--- src/rtl/openframe_gpio_cfg_loader.sv ---
// Pad-control loader for the openframe user area.
// A byte stream, one byte per pad, is written into a shadow bank. Once the
// last pad has its byte, the whole shadow bank is copied into the active bank
// in a single cycle, so the pads never show a half-written configuration.
//
//  state   | meaning
//  --------+-----------------------------------------------------------
//  S_IDLE  | active config held, byte stream not accepted
//  S_LOAD  | accepting bytes into shadow[pad_index]
//  S_APPLY | single cycle: shadow copied to active, cfg_done raised next
module openframe_gpio_cfg_loader #(
   parameter int unsigned NUM_PADS  = 44,
   parameter logic [7:0]  RESET_CFG = 8'h02,
   localparam int unsigned IDX_W    = (NUM_PADS > 1) ? $clog2(NUM_PADS) : 1
) (
   input  logic                 clk_i,
   input  logic                 reset_i,
   input  logic                 cfg_start_i,
   input  logic                 cfg_abort_i,
   input  logic                 wr_valid_i,
   output logic                 wr_ready_o,
   input  logic [7:0]           wr_data_i,
   output logic [IDX_W-1:0]     pad_index_o,
   output logic                 cfg_busy_o,
   output logic                 cfg_done_o,
   output logic [NUM_PADS-1:0]  gpio_oe_o,
   output logic [NUM_PADS-1:0]  gpio_ie_o,
   output logic [NUM_PADS-1:0]  gpio_schmitt_o,
   output logic [NUM_PADS-1:0]  gpio_slew_o,
   output logic [NUM_PADS-1:0]  gpio_pullup_o,
   output logic [NUM_PADS-1:0]  gpio_pulldown_o,
   output logic [NUM_PADS-1:0]  gpio_drive0_o,
   output logic [NUM_PADS-1:0]  gpio_drive1_o
);

   typedef enum logic [1:0] {
      S_IDLE  = 2'd0,
      S_LOAD  = 2'd1,
      S_APPLY = 2'd2
   } state_e;

   localparam logic [IDX_W-1:0] LAST_IDX = IDX_W'(NUM_PADS - 1);

   state_e            state_q, state_d;
   logic [IDX_W-1:0]  pad_idx_q, pad_idx_d;
   logic              done_q;
   logic [7:0]        shadow_q [NUM_PADS];
   logic [7:0]        active_q [NUM_PADS];
   logic              accept;

   // Abort takes priority over a coincident byte, so the byte is refused.
   assign wr_ready_o  = (state_q == S_LOAD) && !cfg_abort_i;
   assign accept      = wr_valid_i && wr_ready_o;
   assign pad_index_o = pad_idx_q;
   assign cfg_busy_o  = (state_q == S_LOAD) || (state_q == S_APPLY);
   assign cfg_done_o  = done_q;

   // Next-state and pad index sequencing.
   always_comb begin
      state_d   = state_q;
      pad_idx_d = pad_idx_q;
      case (state_q)
         S_IDLE: begin
            if (cfg_start_i) begin
               state_d   = S_LOAD;
               pad_idx_d = '0;
            end
         end
         S_LOAD: begin
            if (cfg_abort_i) begin
               state_d   = S_IDLE;
               pad_idx_d = '0;
            end else if (accept) begin
               // Index parks on the last pad through APPLY rather than wrapping.
               if (pad_idx_q == LAST_IDX) state_d = S_APPLY;
               else                       pad_idx_d = pad_idx_q + IDX_W'(1);
            end
         end
         S_APPLY: begin
            state_d   = S_IDLE;
            pad_idx_d = '0;
         end
         default: begin
            state_d   = S_IDLE;
            pad_idx_d = '0;
         end
      endcase
   end

   // State, index and done-pulse registers.
   always_ff @(posedge clk_i) begin
      if (reset_i) begin
         state_q   <= S_IDLE;
         pad_idx_q <= '0;
         done_q    <= 1'b0;
      end else begin
         state_q   <= state_d;
         pad_idx_q <= pad_idx_d;
         done_q    <= (state_q == S_APPLY);
      end
   end

   // Shadow bank takes stream bytes; active bank copies it whole in APPLY.
   always_ff @(posedge clk_i) begin
      if (reset_i) begin
         for (int p = 0; p < NUM_PADS; p++) begin
            shadow_q[p] <= RESET_CFG;
            active_q[p] <= RESET_CFG;
         end
      end else begin
         if (accept) shadow_q[pad_idx_q] <= wr_data_i;
         if (state_q == S_APPLY) begin
            for (int p = 0; p < NUM_PADS; p++) active_q[p] <= shadow_q[p];
         end
      end
   end

   // Fan active bytes out to the per-function pad buses.
   always_comb begin
      gpio_oe_o       = '0;
      gpio_ie_o       = '0;
      gpio_schmitt_o  = '0;
      gpio_slew_o     = '0;
      gpio_pullup_o   = '0;
      gpio_pulldown_o = '0;
      gpio_drive0_o   = '0;
      gpio_drive1_o   = '0;
      for (int p = 0; p < NUM_PADS; p++) begin
         gpio_oe_o[p]       = active_q[p][0];
         gpio_ie_o[p]       = active_q[p][1];
         gpio_schmitt_o[p]  = active_q[p][2];
         gpio_slew_o[p]     = active_q[p][3];
         gpio_pullup_o[p]   = active_q[p][4];
         gpio_pulldown_o[p] = active_q[p][5];
         gpio_drive0_o[p]   = active_q[p][6];
         gpio_drive1_o[p]   = active_q[p][7];
      end
   end

endmodule

--- config.mk ---
export PLATFORM = sky130hd
export DESIGN_NAME = openframe_gpio_cfg_loader
export DESIGN_NICKNAME = d
export VERILOG_FILES = /design/src/rtl/openframe_gpio_cfg_loader.sv
export SDC_FILE = /design/constraint.sdc
export NUM_CORES = 1
export LEC_CHECK = 0
export ABC_AREA = 1
export ABC_CLOCK_PERIOD_IN_PS = 20600
export CAP_MARGIN = 20
export CORE_MARGIN = 10
export CORE_UTILIZATION = 59
export DETAILED_ROUTE_END_ITERATION = 12
export GPL_TIMING_DRIVEN = 1
export PLACE_DENSITY = 0.85
export REMOVE_ABC_BUFFERS = 1
export SYNTH_ARGS = -nofsm -noshare
export SYNTH_HDL_FRONTEND = slang
export SYNTH_SLANG_ARGS = --single-unit
--- constraint.sdc ---
create_clock -name clk_i -period 20.6 [get_ports clk_i]
set_input_delay 4.12 -clock clk_i [delete_from_list [all_inputs] [get_ports clk_i]]
set_output_delay 4.12 -clock clk_i [all_outputs]
set_load 0.005 [all_outputs]
==> results.txt, run 1 <==
Outcome = completed
Switching share of power = 0.2064
Crit path max fanout = 8
CTS Buffer Depth = 3
Vias/cell = 5.341
P_leak = 12.77 nW
HPWL after detailed placement = 39.58 mm
Post-CTS Setup Repair Bufs = 0
Hold Buf Count CTS = 0
Seq/Total Area, Yosys = 0.7996
Resized cells post-CTS = 0
Met2 routed WL = 33.79 mm
Total CTS buffers = 70
Critical Path Sink Type = output port
Overall routing resource usage = 0.2388
Int Pwr = 2.467 mW
Netlist Area Pre-Place = 26,660 µm²
Final setup viols = 0
Core area = 44,410 µm²
Grt ovf = 0
Rows = 77
Pin count of the biggest net entering global routing = 160
Die footprint = 54,100 µm²
Worst-Skew Late Latency = 0.60 ns
GP Congestion = 0.7980
Overall routed net length = 66.14 mm
Clock root cell = clkbuf_16
FILL cells = 2,462
Ranking of synthesized cells by area = edfxtp_1 (79%), nor2_1 (8.8%), inv_1 (4.6%), nand2_1 (1.5%), nand3_1 (1.1%)
Drt wl/cell = 21.74 µm
Final nets = 2,412
Post-synthesis cell type with the largest combined area = edfxtp_1
Final ANT Viol Nets = 0
Initial antenna violation count = 1
Clock transition at path regs = 0.06 ns
Ys async rst share = 0
Period utilization = 0.4612
Crit-path cells = clkdlybuf4s50_1 > inv_1 > nand2_1 > inv_2 > clkdlybuf4s50_1
Most common cell on crit path = clkdlybuf4s50_1
Hold Path Class = register to register
Die W = 232.6 µm
Via count = 16,250
Max VDD drop = 0.00007782 V
CTS H-tree depth = 3
Number of antenna diodes = 0
Worst path buffer plus inverter count = 4
Final Instance Area = 33,420 µm²
Clock skew = 0.03354 ns
Unrepaired setup endpoints after global routing = no
Post-layout util = 0.7525
Yosys reg bits = 713
Yosys top cell area share = 0.7928
Final Hold Viols = 0
Slowest CP cell = clkdlybuf4s50_1
WP data arrival = 5.38 ns
Seq pwr share = 0.533
Net switching power = 0.6415 mW
First-pass GRT wire length = 96.22 mm
Max-slew violations = 0
Hold Slack = 0.4850 ns
# Max-Cap Violations = 0
Post-Place Cell Area = 30,940 µm²
Combinational share of power = 0.044
PwrDens = 93.00 nW/µm²
DR top layer = met4
Share of layout cells above drive strength 1 = 0.08857
Post-synth EDFFs = 704
Crit path launch type = primary input
Clk network pwr share = 0.423
CTS tree = yes
Mapped Avg Cell Area = 13.25 µm²
Met3 wire len = 6.887 mm
Cell family with most CP delay = buffers and inverters
Pre-antenna DRT Iters = 6
# clock sinks = 713
Max-slew headroom = 0.1949
Area Overhead vs Synth = 25.34%
Ports = 374
Setup TNS = 0 ns
CP Class = primary input to output port
Syn. warnings = 0
Initial DRC Count = 1,945
Tmin final = 9.501 ns
Fmax = 105.3 MHz
Syn Inst Count = 2,013
Vias in the first global route = 16,210
I/O Buffers = 373
Die height = 232.6 µm
Worst slew pin tran = 1.201 ns
CP Data Required Time = 16.48 ns
Drt drc = 0
Initial Util = 0.6004
DRT met1 WL = 23.03 mm
Count of unique library cells instantiated by Yosys = 26
Crit-path max cell delay = 0.57 ns
Ys flop type = edfxtp_1
==> state kept, by name (all words and copies together) (netlist names) <==
register and cells:
active_q 352, cfg_done_o 1, pad_index_o 6, shadow_q 352
state_q 2
==> through the flow <==
stage,total power [mW],cells,setup WS (ns)
floorplan,1.739,1923,7.381
global placement,1.814,2908,11.09
detailed placement,1.820,2909,11.11
CTS,3.117,3037,11.12
global route,3.179,3042,11.07
finish,3.108,3042,11.10
==> routing by layer <==
metal  vias up  GRT usage
li1       7267          -
met1      7879     0.2811
met2       922     0.4157
met3       179    0.05439
met4         0     0.1018
met5         -          0
==> path summary, 6_finish.rpt <==
| check | start | slack [ns] | cells after the start | to |
|---|---|---|---|---|
| min | shadow_q[21][1]$_SDFFCE_PN1P_ | 0.49 | 1 | active_q[0][169]$_SDFFCE_PN1P_ |
| max reg2reg | state_q[0]$_SDFFE_PP0P_ | 16.72 | 8 | active_q[0][105]$_SDFFCE_PN1P_ |
| min reg2reg | shadow_q[21][1]$_SDFFCE_PN1P_ | 0.49 | 1 | active_q[0][169]$_SDFFCE_PN1P_ |
| max | cfg_abort_i | 11.10 | 5 | wr_ready_o |
==> cells in the final DEF, fill, tap and decap left out <==
cell / count
edfxtp_1: 704
nor2_1: 622
clkdlybuf4s50_1: 372
inv_1: 324
nand2_1: 105
clkbuf_16: 75
nand3_1: 57
or2_2: 44
buf_4: 20
clkinv_1: 15
inv_2: 11
clkinv_2: 11
clkbuf_1: 10
dfxtp_1: 9
bufinv_16: 9
nand2_4: 7
nor2_2: 7
nor3_4: 6
nor3_2: 6
ha_1: 5
nand2_2: 4
o21ai_0: 4
clkinvlp_4: 4
a21oi_1: 3
clkinv_8: 2
buf_16: 2
buf_12: 2
buf_6: 2
nand3_2: 1
inv_8: 1
nor3_1: 1
nand4_1: 1
and3_1: 1
inv_6: 1
clkinv_4: 1
buf_2: 1
==> cells by family (layout without fill, tap and decap cells) <==
group / count (synthesis) / in the layout / share of synthesized area
flops: 713 / 713 / 0.7996
compound gates: 7 / 7 / 0.001314
simple gates: 862 / 862 / 0.1348
fa+ha+maj: 5 / 5 / 0.002346
buf+inv: 426 / 863 / 0.06194
==> cell usage after synthesis (5+ instances only) <==
cell type / count
buf_6: 5
clkinv_1: 9
edfxtp_1: 704
nor2_2: 7
clkbuf_1: 76
inv_1: 325
buf_2: 6
dfxtp_1: 9
nand2_1: 106
or2_2: 44
nand2_4: 6
nor3_4: 6
nor2_1: 622
ha_1: 5
nor3_1: 5
nand3_1: 57
==> layout make-up <==
class / instances / area [µm²] / area share
clock buffer: 85 / 1914 / 0.05728
inverter: 336 / 1269 / 0.03796
clock inverter: 43 / 461.7 / 0.01381
tap: 592 / 740.7 / 0.02216
timing repair buffer: 399 / 3996 / 0.1196
multi-input combinational: 874 / 3720 / 0.1113
sequential: 713 / 21320 / 0.6379
==> power groups by stage <==
stage / Clock (mW) / Sequential [mW] / Combinational, mW
floorplan: 0 / 1.69 / 0.0461
global placement: 0 / 1.68 / 0.130
detailed placement: 0 / 1.69 / 0.135
CTS: 1.33 / 1.66 / 0.136
global route: 1.37 / 1.66 / 0.146
finish: 1.32 / 1.66 / 0.137
No activity file was read; power rests on OpenSTA's default activity.
==> inputs of run 2 (changes only) <==
--- a/config.mk
+++ b/config.mk
@@ -6,13 +6,13 @@
 export NUM_CORES = 1
 export LEC_CHECK = 0
 export ABC_AREA = 1
-export ABC_CLOCK_PERIOD_IN_PS = 20600
+export ABC_CLOCK_PERIOD_IN_PS = 9500
 export CAP_MARGIN = 20
 export CORE_MARGIN = 10
-export CORE_UTILIZATION = 59
+export CORE_UTILIZATION = 54
 export DETAILED_ROUTE_END_ITERATION = 12
 export GPL_TIMING_DRIVEN = 1
-export PLACE_DENSITY = 0.85
+export PLACE_DENSITY = 0.79
 export REMOVE_ABC_BUFFERS = 1
 export SYNTH_ARGS = -nofsm -noshare
 export SYNTH_HDL_FRONTEND = slang
==> constraint.sdc (replaced) <==
create_clock -name clk_i -period 9.5 [get_ports clk_i]
set_input_delay 1.9 -clock clk_i [delete_from_list [all_inputs] [get_ports clk_i]]
set_output_delay 1.9 -clock clk_i [all_outputs]
set_load 0.005 [all_outputs]
==> results.txt, run 2 (synthesis gave the netlist of run 1 again) <==
Outcome = completed
Cells on worst reg2reg path = 7 (-1)
Vias in the first global route = 16,180 (-0.17%)
Hold Path Class = register to register
Unrepaired setup endpoints after global routing = no
Ports = 374 (unchanged)
# clock sinks = 713 (unchanged)
Grt ovf = 0 (unchanged)
Slowest CP cell = clkdlybuf4s50_1
Setup crit start = cfg_abort_i
Commonest non-fill, non-tap cell in the layout = edfxtp_1
Final ANT Viol Nets = 0 (unchanged)
CTS tree = yes
Number of antenna diodes = 0 (unchanged)
Max VDD drop = 0.0001572 V (+100%)
First-pass GRT wire length = 95.58 mm (-0.67%)
Final Hold Viols = 0 (unchanged)
Crit path max fanout = 8 (unchanged)
Clock skew = 0.02964 ns (-0.003900 ns)
Area Overhead vs Synth = 24.61%
Crit path capture = wr_ready_o
PwrDens = 194.8 nW/µm² (+110%)
Clock root cell = clkbuf_16
Via count = 15,990 (-1.6%)
Core area = 48,850 µm² (+10%)
CP Class = primary input to output port
I/O Buffers = 373 (unchanged)
Die height = 242.2 µm (+4.1%)
Rows = 81 (+5.2%)
Post-CTS Setup Repair Bufs = 0 (unchanged)
Worst path buffer plus inverter count = 4 (unchanged)
Die footprint = 58,670 µm² (+8.4%)
Pin count of the biggest net entering global routing = 168 (+5.0%)
Vias/cell = 5.138 (-3.8%)
Fmax = 195.5 MHz
Flop-to-flop setup slack = 6.26 ns (-10.46 ns)
Final setup viols = 0 (unchanged)
Worst slew pin tran = 1.049 ns (-0.1519 ns)
Max-slew violations = 0 (unchanged)
Share of layout cells above drive strength 1 = 0.08497 (-0.003604)
P_leak = 12.63 nW (-1.1%)
Critical Path Sink Type = output port
Initial antenna violation count = 0 (-1)
Worst reg2reg startpoint = state_q[0]$_SDFFE_PP0P_
Crit-path cells = clkdlybuf4s50_1 > inv_1 > nand2_1 > inv_2 > clkdlybuf4s50_1
Fin cells = 3,112 (+2.3%)
WP depth = 5 (unchanged)
Most used cells in the layout excluding fill and tap cells = edfxtp_1 (704), nor2_1 (622), clkdlybuf4s50_1 (372)
Crit-path max cell delay = 0.58 ns (about the same)
Total Power = 6.473 mW (+110%)
Crit path launch type = primary input
# Max-Cap Violations = 0 (unchanged)
HPWL after detailed placement = 39.78 mm (+0.49%)
Overall routing resource usage = 0.2145 (-0.02425)
Worst reg2reg path endpoint = active_q[0][243]$_SDFFCE_PN0P_
CTS H-tree depth = 3 (unchanged)
Die W = 242.2 µm (+4.1%)
Tmin final = 5.114 ns
WP data arrival = 3.21 ns (-2.17 ns)
Final nets = 2,411 (-0.041%)
Drt wl/cell = 20.58 µm (-5.4%)
CP Data Required Time = 7.60 ns (-8.88 ns)
Total CTS buffers = 71 (+1.4%)
Worst-Skew Late Latency = 0.61 ns (about the same)
Most common cell on crit path = clkdlybuf4s50_1
Period utilization = 0.5384
Clock transition at path regs = 0.06 ns (about the same)
Final Instance Area = 33,230 µm² (-0.59%)
Initial DRC Count = 1,641 (-16%)
Inst Count DP = 2,983 (+2.5%)
Post-Place Cell Area = 31,070 µm² (+0.43%)
Cell family with most CP delay = buffers and inverters
Max-slew headroom = 0.2982 (+0.1033)
Overall routed net length = 64.03 mm (-3.2%)
Pre-antenna DRT Iters = 5 (-1)
Initial Util = 0.5458 (-0.05451)
GP Congestion = 0.8034 (+0.68%)
Hold Buf Count CTS = 0 (unchanged)
CTS Buffer Depth = 3 (unchanged)
Drt drc = 0 (unchanged)
Resized cells post-CTS = 0 (unchanged)
run 2: changes by cell type in the layout (fill, tap and decap cells not counted), sizes merged:
cell,change
inv,+2
buf,-2
bufinv,-7
clkinvlp,-2
clkinv,+8
clkbuf,-1
run 2: worst min-delay path by stage:
stage	from	to	slack (ns)	cells after the start
final	state_q[0]$_SDFFE_PP0P_	state_q[0]$_SDFFE_PP0P_	0.50	2
after global routing	state_q[1]$_SDFFE_PP0P_	state_q[1]$_SDFFE_PP0P_	0.51	2
after CTS	state_q[0]$_SDFFE_PP0P_	state_q[0]$_SDFFE_PP0P_	0.49	2
after detailed placement	state_q[0]$_SDFFE_PP0P_	state_q[0]$_SDFFE_PP0P_	0.48	2
after global placement	state_q[0]$_SDFFE_PP0P_	state_q[0]$_SDFFE_PP0P_	0.47	2
after floorplan	state_q[1]$_SDFFE_PP0P_	state_q[1]$_SDFFE_PP0P_	0.45	2
run 2: area by class of cell:
| cell class | instances | area [µm²] |
|---|---|---|
| Tap cell | 664 | 830.8 |
| Inverter | 336 | 1269 |
| Clock buffer | 84 | 1826 |
| Clock inverter | 44 | 311.5 |
| Sequential cell | 713 | 21320 |
| Timing Repair Buffer | 397 | 3949 |
| Fill cell | 3282 | 15620 |
| Multi-Input combinational cell | 874 | 3720 |
run 2: through the flow:
| step | setup TNS, ns | hold slack, ns | worst slack [ns] | utilization |
|---|---|---|---|---|
| final | 0 | 0.4953 | 4.386 | 0.6802 |
| after global routing | 0 | 0.5120 | 4.337 | 0.6802 |
| after CTS | 0 | 0.4917 | 4.366 | 0.6799 |
| after detailed placement | 0 | 0.4809 | 4.224 | 0.6361 |
| after global placement | 0 | 0.4725 | 4.214 | 0.6355 |
| after floorplan | -527.73 | 0.4502 | -1.499 | - |
run 2: power breakdown:
part	total (mW)	internal [mW]	switching, mW
registers	3.59	3.55	0.0405
clock network	2.59	1.44	1.15
logic	0.291	0.111	0.180
total	6.47	5.10	1.38
run 2: worst register-to-register path: stages (launching register included):
cell and delay (ns):
dfxtp_1 0.36, inv_1 0.09, ha_1 0.21, inv_1 0.19, nor2_1 0.22, inv_8 0.60
buf_4 0.99, nor2_1 0.27
run 2: routing by layer:
| metal | wire length [µm] | track usage | vias up |
|---|---|---|---|
| met4 | 1996 | 0.08544 | 0 |
| met1 | 23650 | 0.2524 | 7814 |
| met3 | 5847 | 0.05534 | 129 |
| li1 | - | - | 7264 |
| met5 | 0 | 0 | - |
| met2 | 32540 | 0.3710 | 784 |
